`src/rtl/clock_logic_gate_control.sv`:
```
// Clock-domain responder for the async enable handshake: synchronizes the request,
// sequences the ICG enable with programmable settle times and returns a four-phase ack.
// Gate follows the synchronized request SYNC_STAGES cycles after capture; ack follows
// the gate after START_DELAY / STOP_DELAY further cycles; no backpressure.

module clock_logic_gate_control #(
    parameter int SYNC_STAGES = 2,
    parameter int START_DELAY = 4,
    parameter int STOP_DELAY  = 4
) (
    input  logic clock,
    input  logic async_resetn,
    input  logic async_enable,
    output logic async_enable_ack,
    input  logic test_enable,
    output logic gate_enable,
    output logic clock_active,
    output logic busy
);

    // The settle counter must hold the larger of the two delays minus one.
    localparam int MAX_DELAY = (START_DELAY > STOP_DELAY) ? START_DELAY : STOP_DELAY;
    localparam int CNT_W     = (MAX_DELAY > 1) ? $clog2(MAX_DELAY) : 1;

    localparam logic [CNT_W-1:0] START_LAST = CNT_W'(START_DELAY - 1);
    localparam logic [CNT_W-1:0] STOP_LAST  = CNT_W'(STOP_DELAY - 1);

    typedef enum logic [1:0] {
        S_OFF      = 2'd0,
        S_STARTING = 2'd1,
        S_ON       = 2'd2,
        S_STOPPING = 2'd3
    } state_t;

    logic [SYNC_STAGES-1:0] sync_q;
    logic                   enable_sync;

    state_t                 state;
    logic [CNT_W-1:0]       cnt;
    logic                   gate_reg;
    logic                   ack_reg;
    logic                   busy_reg;

    // Multi-flop synchronizer; the request is only ever observed through the last stage.
    always_ff @(posedge clock or negedge async_resetn) begin
        if (!async_resetn) begin
            sync_q <= '0;
        end else begin
            sync_q <= {sync_q[SYNC_STAGES-2:0], async_enable};
        end
    end

    assign enable_sync = sync_q[SYNC_STAGES-1];

    // Handshake sequencer. Outputs are registered alongside the state so that the gate
    // and the ack never change on the same edge, and neither can glitch.
    // STARTING and STOPPING always run to completion; a request change that arrives
    // meanwhile is picked up from the following stable state, keeping the ack four-phase.
    always_ff @(posedge clock or negedge async_resetn) begin
        if (!async_resetn) begin
            state    <= S_OFF;
            cnt      <= '0;
            gate_reg <= 1'b0;
            ack_reg  <= 1'b0;
            busy_reg <= 1'b0;
        end else begin
            case (state)
                S_OFF: begin
                    if (enable_sync) begin
                        state    <= S_STARTING;
                        cnt      <= '0;
                        gate_reg <= 1'b1;
                        busy_reg <= 1'b1;
                    end
                end

                S_STARTING: begin
                    // Gate is open; wait for the gated clock to settle before acking.
                    if (cnt == START_LAST) begin
                        state    <= S_ON;
                        ack_reg  <= 1'b1;
                        busy_reg <= 1'b0;
                    end else begin
                        cnt <= cnt + CNT_W'(1);
                    end
                end

                S_ON: begin
                    if (!enable_sync) begin
                        state    <= S_STOPPING;
                        cnt      <= '0;
                        gate_reg <= 1'b0;
                        busy_reg <= 1'b1;
                    end
                end

                S_STOPPING: begin
                    // Gate is closed; keep ack high until downstream logic is quiescent.
                    if (cnt == STOP_LAST) begin
                        state    <= S_OFF;
                        ack_reg  <= 1'b0;
                        busy_reg <= 1'b0;
                    end else begin
                        cnt <= cnt + CNT_W'(1);
                    end
                end

                default: begin
                    state    <= S_OFF;
                    cnt      <= '0;
                    gate_reg <= 1'b0;
                    ack_reg  <= 1'b0;
                    busy_reg <= 1'b0;
                end
            endcase
        end
    end

    // The test override only forces the ICG open; the handshake never sees it.
    assign gate_enable      = gate_reg | test_enable;
    assign clock_active     = gate_reg;
    assign async_enable_ack = ack_reg;
    assign busy             = busy_reg;

endmodule
```
`config.mk`:
```
export PLATFORM = sky130hd
export DESIGN_NAME = clock_logic_gate_control
export DESIGN_NICKNAME = d
export VERILOG_FILES = /design/src/rtl/clock_logic_gate_control.sv
export SDC_FILE = /design/constraint.sdc
export NUM_CORES = 1
export LEC_CHECK = 0
export BUFFER_PORTS_ARGS = -buffer_cell sky130_fd_sc_hd__buf_2
export CORE_AREA = 8 8 45 47
export CTS_BUF_LIST = sky130_fd_sc_hd__clkbuf_4 sky130_fd_sc_hd__clkbuf_8 sky130_fd_sc_hd__clkbuf_16
export DETAILED_ROUTE_END_ITERATION = 6
export DIE_AREA = 0 0 53 55
export GPL_ROUTABILITY_DRIVEN = 0
export SLEW_MARGIN = 20
export SYNTH_ARGS = -nofsm -noshare
export SYNTH_HDL_FRONTEND = slang
export SYNTH_SLANG_ARGS = --single-unit
```
`constraint.sdc`:
```
create_clock -name clock -period 4.1 [get_ports clock]
set_input_delay 0.41 -clock clock [delete_from_list [all_inputs] [get_ports clock]]
set_output_delay 0.41 -clock clock [all_outputs]
set_load 0.005 [all_outputs]
```
==> results.json, run 1 <==
{
  "dr.pass1.iters": 2,
  "vias": 333,
  "yosysTopAreaCell": "dfrtp_1",
  "drc": 0,
  "clk_pin_slew_ns": 0.06,
  "setup_viol": 0,
  "status": "complete, no violations",
  "ys_top_cells_by_area": "dfrtp_1 (45%), ha_1 (17%), mux2_2 (4.5%)",
  "top_regs": "cnt: 2 flops, state: 2 flops, sync_q: 2 flops",
  "p_leak_nw": 0.283,
  "finalWorstSetupSlack_ns": 2.52,
  "clock-sinks": 9,
  "cap_violations": 0,
  "endpoint": "state[0]",
  "yosysUniqueCellTypes": 17,
  "synth-warning-count": 0,
  "slew_headroom_pct": 76.9,
  "area_growth_pct": 19.0,
  "initial_core_util_pct": 36.3,
  "r2r-end": "state[0]",
  "timing.rr.start": "state[0]",
  "grt_pass1_wl_um": 1440,
  "cts_max_level": 1,
  "drtAntennaViolNets": 0,
  "final_cell_area_um2": 597,
  "vias_per_cell": 4.63,
  "period_needed_ns": 1.58,
  "grt_pass1_vias": 356,
  "hp-class": "in2reg",
  "crit_path_max_fanout": 5,
  "rsz0062_at_grt": "false",
  "cts-resized-gates": 0,
  "io_buffers": 7,
  "routed_wirelength_um": 828,
  "drt_iter0_drc": 3,
  "report.final.slew_viol_count": 0,
  "cp.arrival_ns": 1.74,
  "post-route-period-util_pct": 38.6,
  "grt_overflow": 0,
  "dp_slack_ns": 2.52,
  "startpoint_type": "flip-flop",
  "peakVddDrop_mv": 0.311,
  "cts_setup_buffers": 0,
  "crit_type": "reg2reg",
  "io_pins": 8,
  "grt_util_all_layers_pct": 6.61,
  "cts-root-buf": "clkbuf_4",
  "clockBufferDepth": 2,
  "seq_area_frac_synth_pct": 44.9,
  "holdPathStages": 1,
  "dieArea_um2": 2920,
  "clk_latency_ns": 0.25,
  "die_w_um": 53,
  "grt_start_max_net_pins": 10,
  "max_freq_mhz": 632,
  "synth_top_area_share_pct": 44.9,
  "postLayoutCoreUtil_pct": 43.1,
  "postPlaceCellArea_um2": 557,
  "ff2ff_setup_slack_ns": 2.52,
  "layout_commonest_cell": "dfrtp_1",
  "power_density_nw_per_um2": 658,
  "cp-startpoint": "state[0]",
  "routedWlPerCell_um": 11.5,
  "yosys_register_bits": 9,
  "rows": 14,
  "fill_cells": 128,
  "drive_gt1_share_pct": 30.4,
  "die_y_um": 55,
  "end_kind": "flip-flop",
  "antenna_found_initial": 0,
  "core_um2": 1380,
  "hold_viol": 0,
  "num_antenna_cells": 0,
  "syn_nets": 55,
  "fin_skew_ns": 0.000515,
  "layout_common_cells": "dfrtp_1 (9), ha_1 (7), buf_2 (7)",
  "synth_area_per_cell_um2": 11.4,
  "setup_tns_ns": 0,
  "r2r_cells": 5,
  "cts_tree": "yes",
  "numCtsBuffers": 3,
  "worst_ep_required_time_ns": 4.26,
  "netlist_area_um2": 502,
  "dp_hpwl_um": 666,
  "syn_inst": 44,
  "num-nets-final": 68,
  "tightest_slew_ns": 0.345
}
synth_stat cells:
cell type and n:
mux2_2 2, a31o_1 1, nor2_1 3, dfrtp_1 9, nand2_1 2, mux2i_2 1
o21bai_1 1, nand2b_1 2, a221oi_2 1, o2bb2ai_1 1, nor3b_2 1, ha_1 7
inv_1 4, a21oi_1 4, o21ai_0 2, or2_2 1, a22o_1 2
report_power, final:
part	switching (mW)	total [mW]	internal [mW]
Clock	0.0298	0.0738	0.0440
Combinational	0.0956	0.183	0.0877
Sequential	0.0220	0.136	0.114
Total	0.147	0.393	0.245
worst min-delay path by stage:
| stage | endpoint | start | slack, ns |
|---|---|---|---|
| CTS | state[1] | async_resetn | 0.0002 |
| detailed placement | state[0] | async_resetn | 0.28 |
| global route | sync_q[0] | async_enable | 0.25 |
| global placement | state[0] | async_resetn | 0.27 |
| floorplan | async_enable_ack | async_resetn | 0.11 |
| finish | sync_q[0] | async_enable | 0.26 |
cells by family after synthesis:
group                    Yosys count  synth area share, %
AND/OR/NAND/NOR                    9                 9.98
buffers and inverters              4                 2.99
flip-flops                         9                 44.9
adder cells (fa/ha/maj)            7                 17.5
AO/OA/AOI/OAI                     12                 17.5
multiplexers                       3                 7.23
critical path: stages (launching register included):
cell,delay (ns)
dfrtp_1,0.41
inv_1,0.10
ha_1,0.25
nand2b_1,0.18
mux2_2,0.28
a221oi_2,0.27
through the flow:
step                      power [mW]  hold slack (ns)  std cells
after floorplan                0.279            0.114         44
after global placement         0.321            0.273         67
after detailed placement       0.323            0.275         67
after CTS                      0.399         0.000250         71
after global routing           0.431            0.254         72
final                          0.393            0.260         72
what timing repair did:
action,4_1_cts,5_1_grt
hold buffers,0,1
hold endpoints to repair,0,5
setup endpoints to repair,0,0
metal layers:
layer | vias to the layer above | GRT usage, % | routed length, um
li1 | 178 | - | -
met1 | 149 | 7.76 | 398
met2 | 6 | 9.77 | 361
met3 | 0 | 2.14 | 68
met4 | 0 | 5.17 | 0
met5 | - | 0 | 0
final cells by class:
class                           instances  area [um2]  area share [%]
Multi-Input combinational cell         31         262            43.8
Sequential cell                         9         225            37.7
Timing Repair Buffer                    8        45.0            7.55
Clock buffer                            4        30.0            5.03
Tap cell                               16        20.0            3.35
Inverter                                4        15.0            2.52
Note: power is estimated with default switching activity, not from simulation.
==> run 2, diff against run 1 <==
==> constraint.sdc (replaced) <==
create_clock -name clock -period 1.35 [get_ports clock]
set_input_delay 0.135 -clock clock [delete_from_list [all_inputs] [get_ports clock]]
set_output_delay 0.135 -clock clock [all_outputs]
set_load 0.005 [all_outputs]
==> results.json, run 2 (synthesized netlist as in run 1, its figures left out) <==
{
  "status": "complete, but fails checks",
  "failed_checks": "negative setup slack",
  "startpoint_type": "flip-flop",
  "cp_slowest_stage_delay_ns": 0.45,
  "drt_iter0_drc": 1,
  "drtAntennaViolNets": 0,
  "routed_wirelength_um": 1030,
  "setup_viol": 2,
  "cp.arrival_ns": 1.53,
  "worst_ep_required_time_ns": 1.52,
  "grt_pass1_vias": 443,
  "tightest_slew_ns": 0.259,
  "cts_max_level": 1,
  "initial_core_util_pct": 36.3,
  "grt_overflow": 0,
  "slew_headroom_pct": 82.7,
  "post-route-period-util_pct": 101,
  "end_kind": "flip-flop",
  "cap_violations": 0,
  "path_buf_inv": 1,
  "die_y_um": 55,
  "die_w_um": 53,
  "grt_util_all_layers_pct": 8.38,
  "hp-class": "in2async",
  "cp_slowest_cell": "dfrtp_2",
  "num-nets-final": 81,
  "num_antenna_cells": 0,
  "cts-root-buf": "clkbuf_4",
  "fill_cells": 128,
  "rows": 14,
  "rsz0062_at_grt": "true",
  "crit_path_max_fanout": 3,
  "setup_tns_ns": -0.0284,
  "dr.pass1.iters": 3,
  "numCtsBuffers": 3,
  "dieArea_um2": 2920,
  "clockBufferDepth": 2,
  "layout_common_cells": "buf_4 (11), dfrtp_1 (8), buf_2 (7)",
  "report.final.slew_viol_count": 0,
  "clk_latency_ns": 0.25,
  "cp_top_family": "flip-flops",
  "io_buffers": 7,
  "core_um2": 1380,
  "worstPathCellList": "inv_2 > ha_4 > mux2_4 > a221oi_2",
  "hold_viol": 0,
  "p_leak_nw": 0.355,
  "peakVddDrop_mv": 1.04,
  "grt_pass1_wl_um": 1850,
  "drive_gt1_share_pct": 58.0,
  "grt_start_max_net_pins": 10,
  "drc": 0,
  "cts_tree": "yes",
  "top_regs": "cnt: 2 flops, state: 2 flops, sync_q: 2 flops",
  "vias_per_cell": 4.69,
  "period_needed_ns": 1.37,
  "finalWorstSetupSlack_ns": -0.0169,
  "power_density_nw_per_um2": 2140,
  "fin_skew_ns": 0.000291,
  "routedWlPerCell_um": 12.1,
  "power.total_mw": 1.69,
  "io_pins": 8,
  "clock-sinks": 9,
  "antenna_found_initial": 0,
  "vias": 399,
  "crit_type": "reg2reg",
  "clk_pin_slew_ns": 0.06,
  "max_freq_mhz": 732,
  "layout_commonest_cell": "buf_4",
  "area_growth_pct": 57.1,
  "dp_hpwl_um": 759,
  "dp_slack_ns": -0.121
}
[run 2: per-layer routing]
| layer | share of wire, % | up-vias | global-route usage (%) | wire (um) |
|---|---|---|---|---|
| met5 | 0 | - | 0 | 0 |
| met3 | 3.4 | 0 | 1.87 | 35 |
| met4 | 0 | 0 | 3.88 | 0 |
| met1 | 42 | 188 | 8.72 | 427 |
| li1 | - | 208 | - | - |
| met2 | 55 | 3 | 15.6 | 563 |
[run 2: timing repair]
item,in CTS,in global routing
hold endpoints to repair,10,0
hold buffers,2,0
buffers inserted,1,0
resized for setup,12,2
setup endpoints to repair,6,5
pin swaps,3,1
[run 2: where the power goes]
part | internal [mW] | switching (mW) | total, mW
clock network | 0.134 | 0.0922 | 0.226
registers | 0.348 | 0.0742 | 0.422
logic | 0.602 | 0.439 | 1.04
total | 1.08 | 0.606 | 1.69
[run 2: per-stage QoR]
step / utilization [%] / hold WS, ns / instances / cell area, um2
detailed placement: 48.3 / -0.00267 / 78 / 668
global placement: 48.3 / -0.00331 / 78 / 668
finish: 57.0 / 0.248 / 85 / 788
floorplan: - / -0.161 / 44 / 531
global route: 57.0 / 0.280 / 85 / 788
CTS: 55.5 / 0.242 / 85 / 768
[run 2: path summary, 6_finish.rpt]
path                               from        end  slack [ns]  cells after the start
max in group asynchronous  async_resetn   state[1]        0.91                      2
hold reg to reg               sync_q[0]  sync_q[1]        0.36                      0
setup / recovery               state[1]   state[0]       -0.02                      4
setup reg to reg               state[1]   state[0]       -0.02                      4
min in group clock            sync_q[0]  sync_q[1]        0.36                      0
hold / removal             async_resetn     cnt[1]        0.25                      2
[run 2: layout make-up]
cell class | count | area [um2] | share of cell area (%)
multi-input cells | 31 | 348 | 44.1
flip-flops and latches | 9 | 226 | 28.7
repair buffers | 21 | 149 | 18.9
clock buffers | 4 | 30.0 | 3.81
well taps | 16 | 20.0 | 2.54
inverters | 4 | 15.0 | 1.90
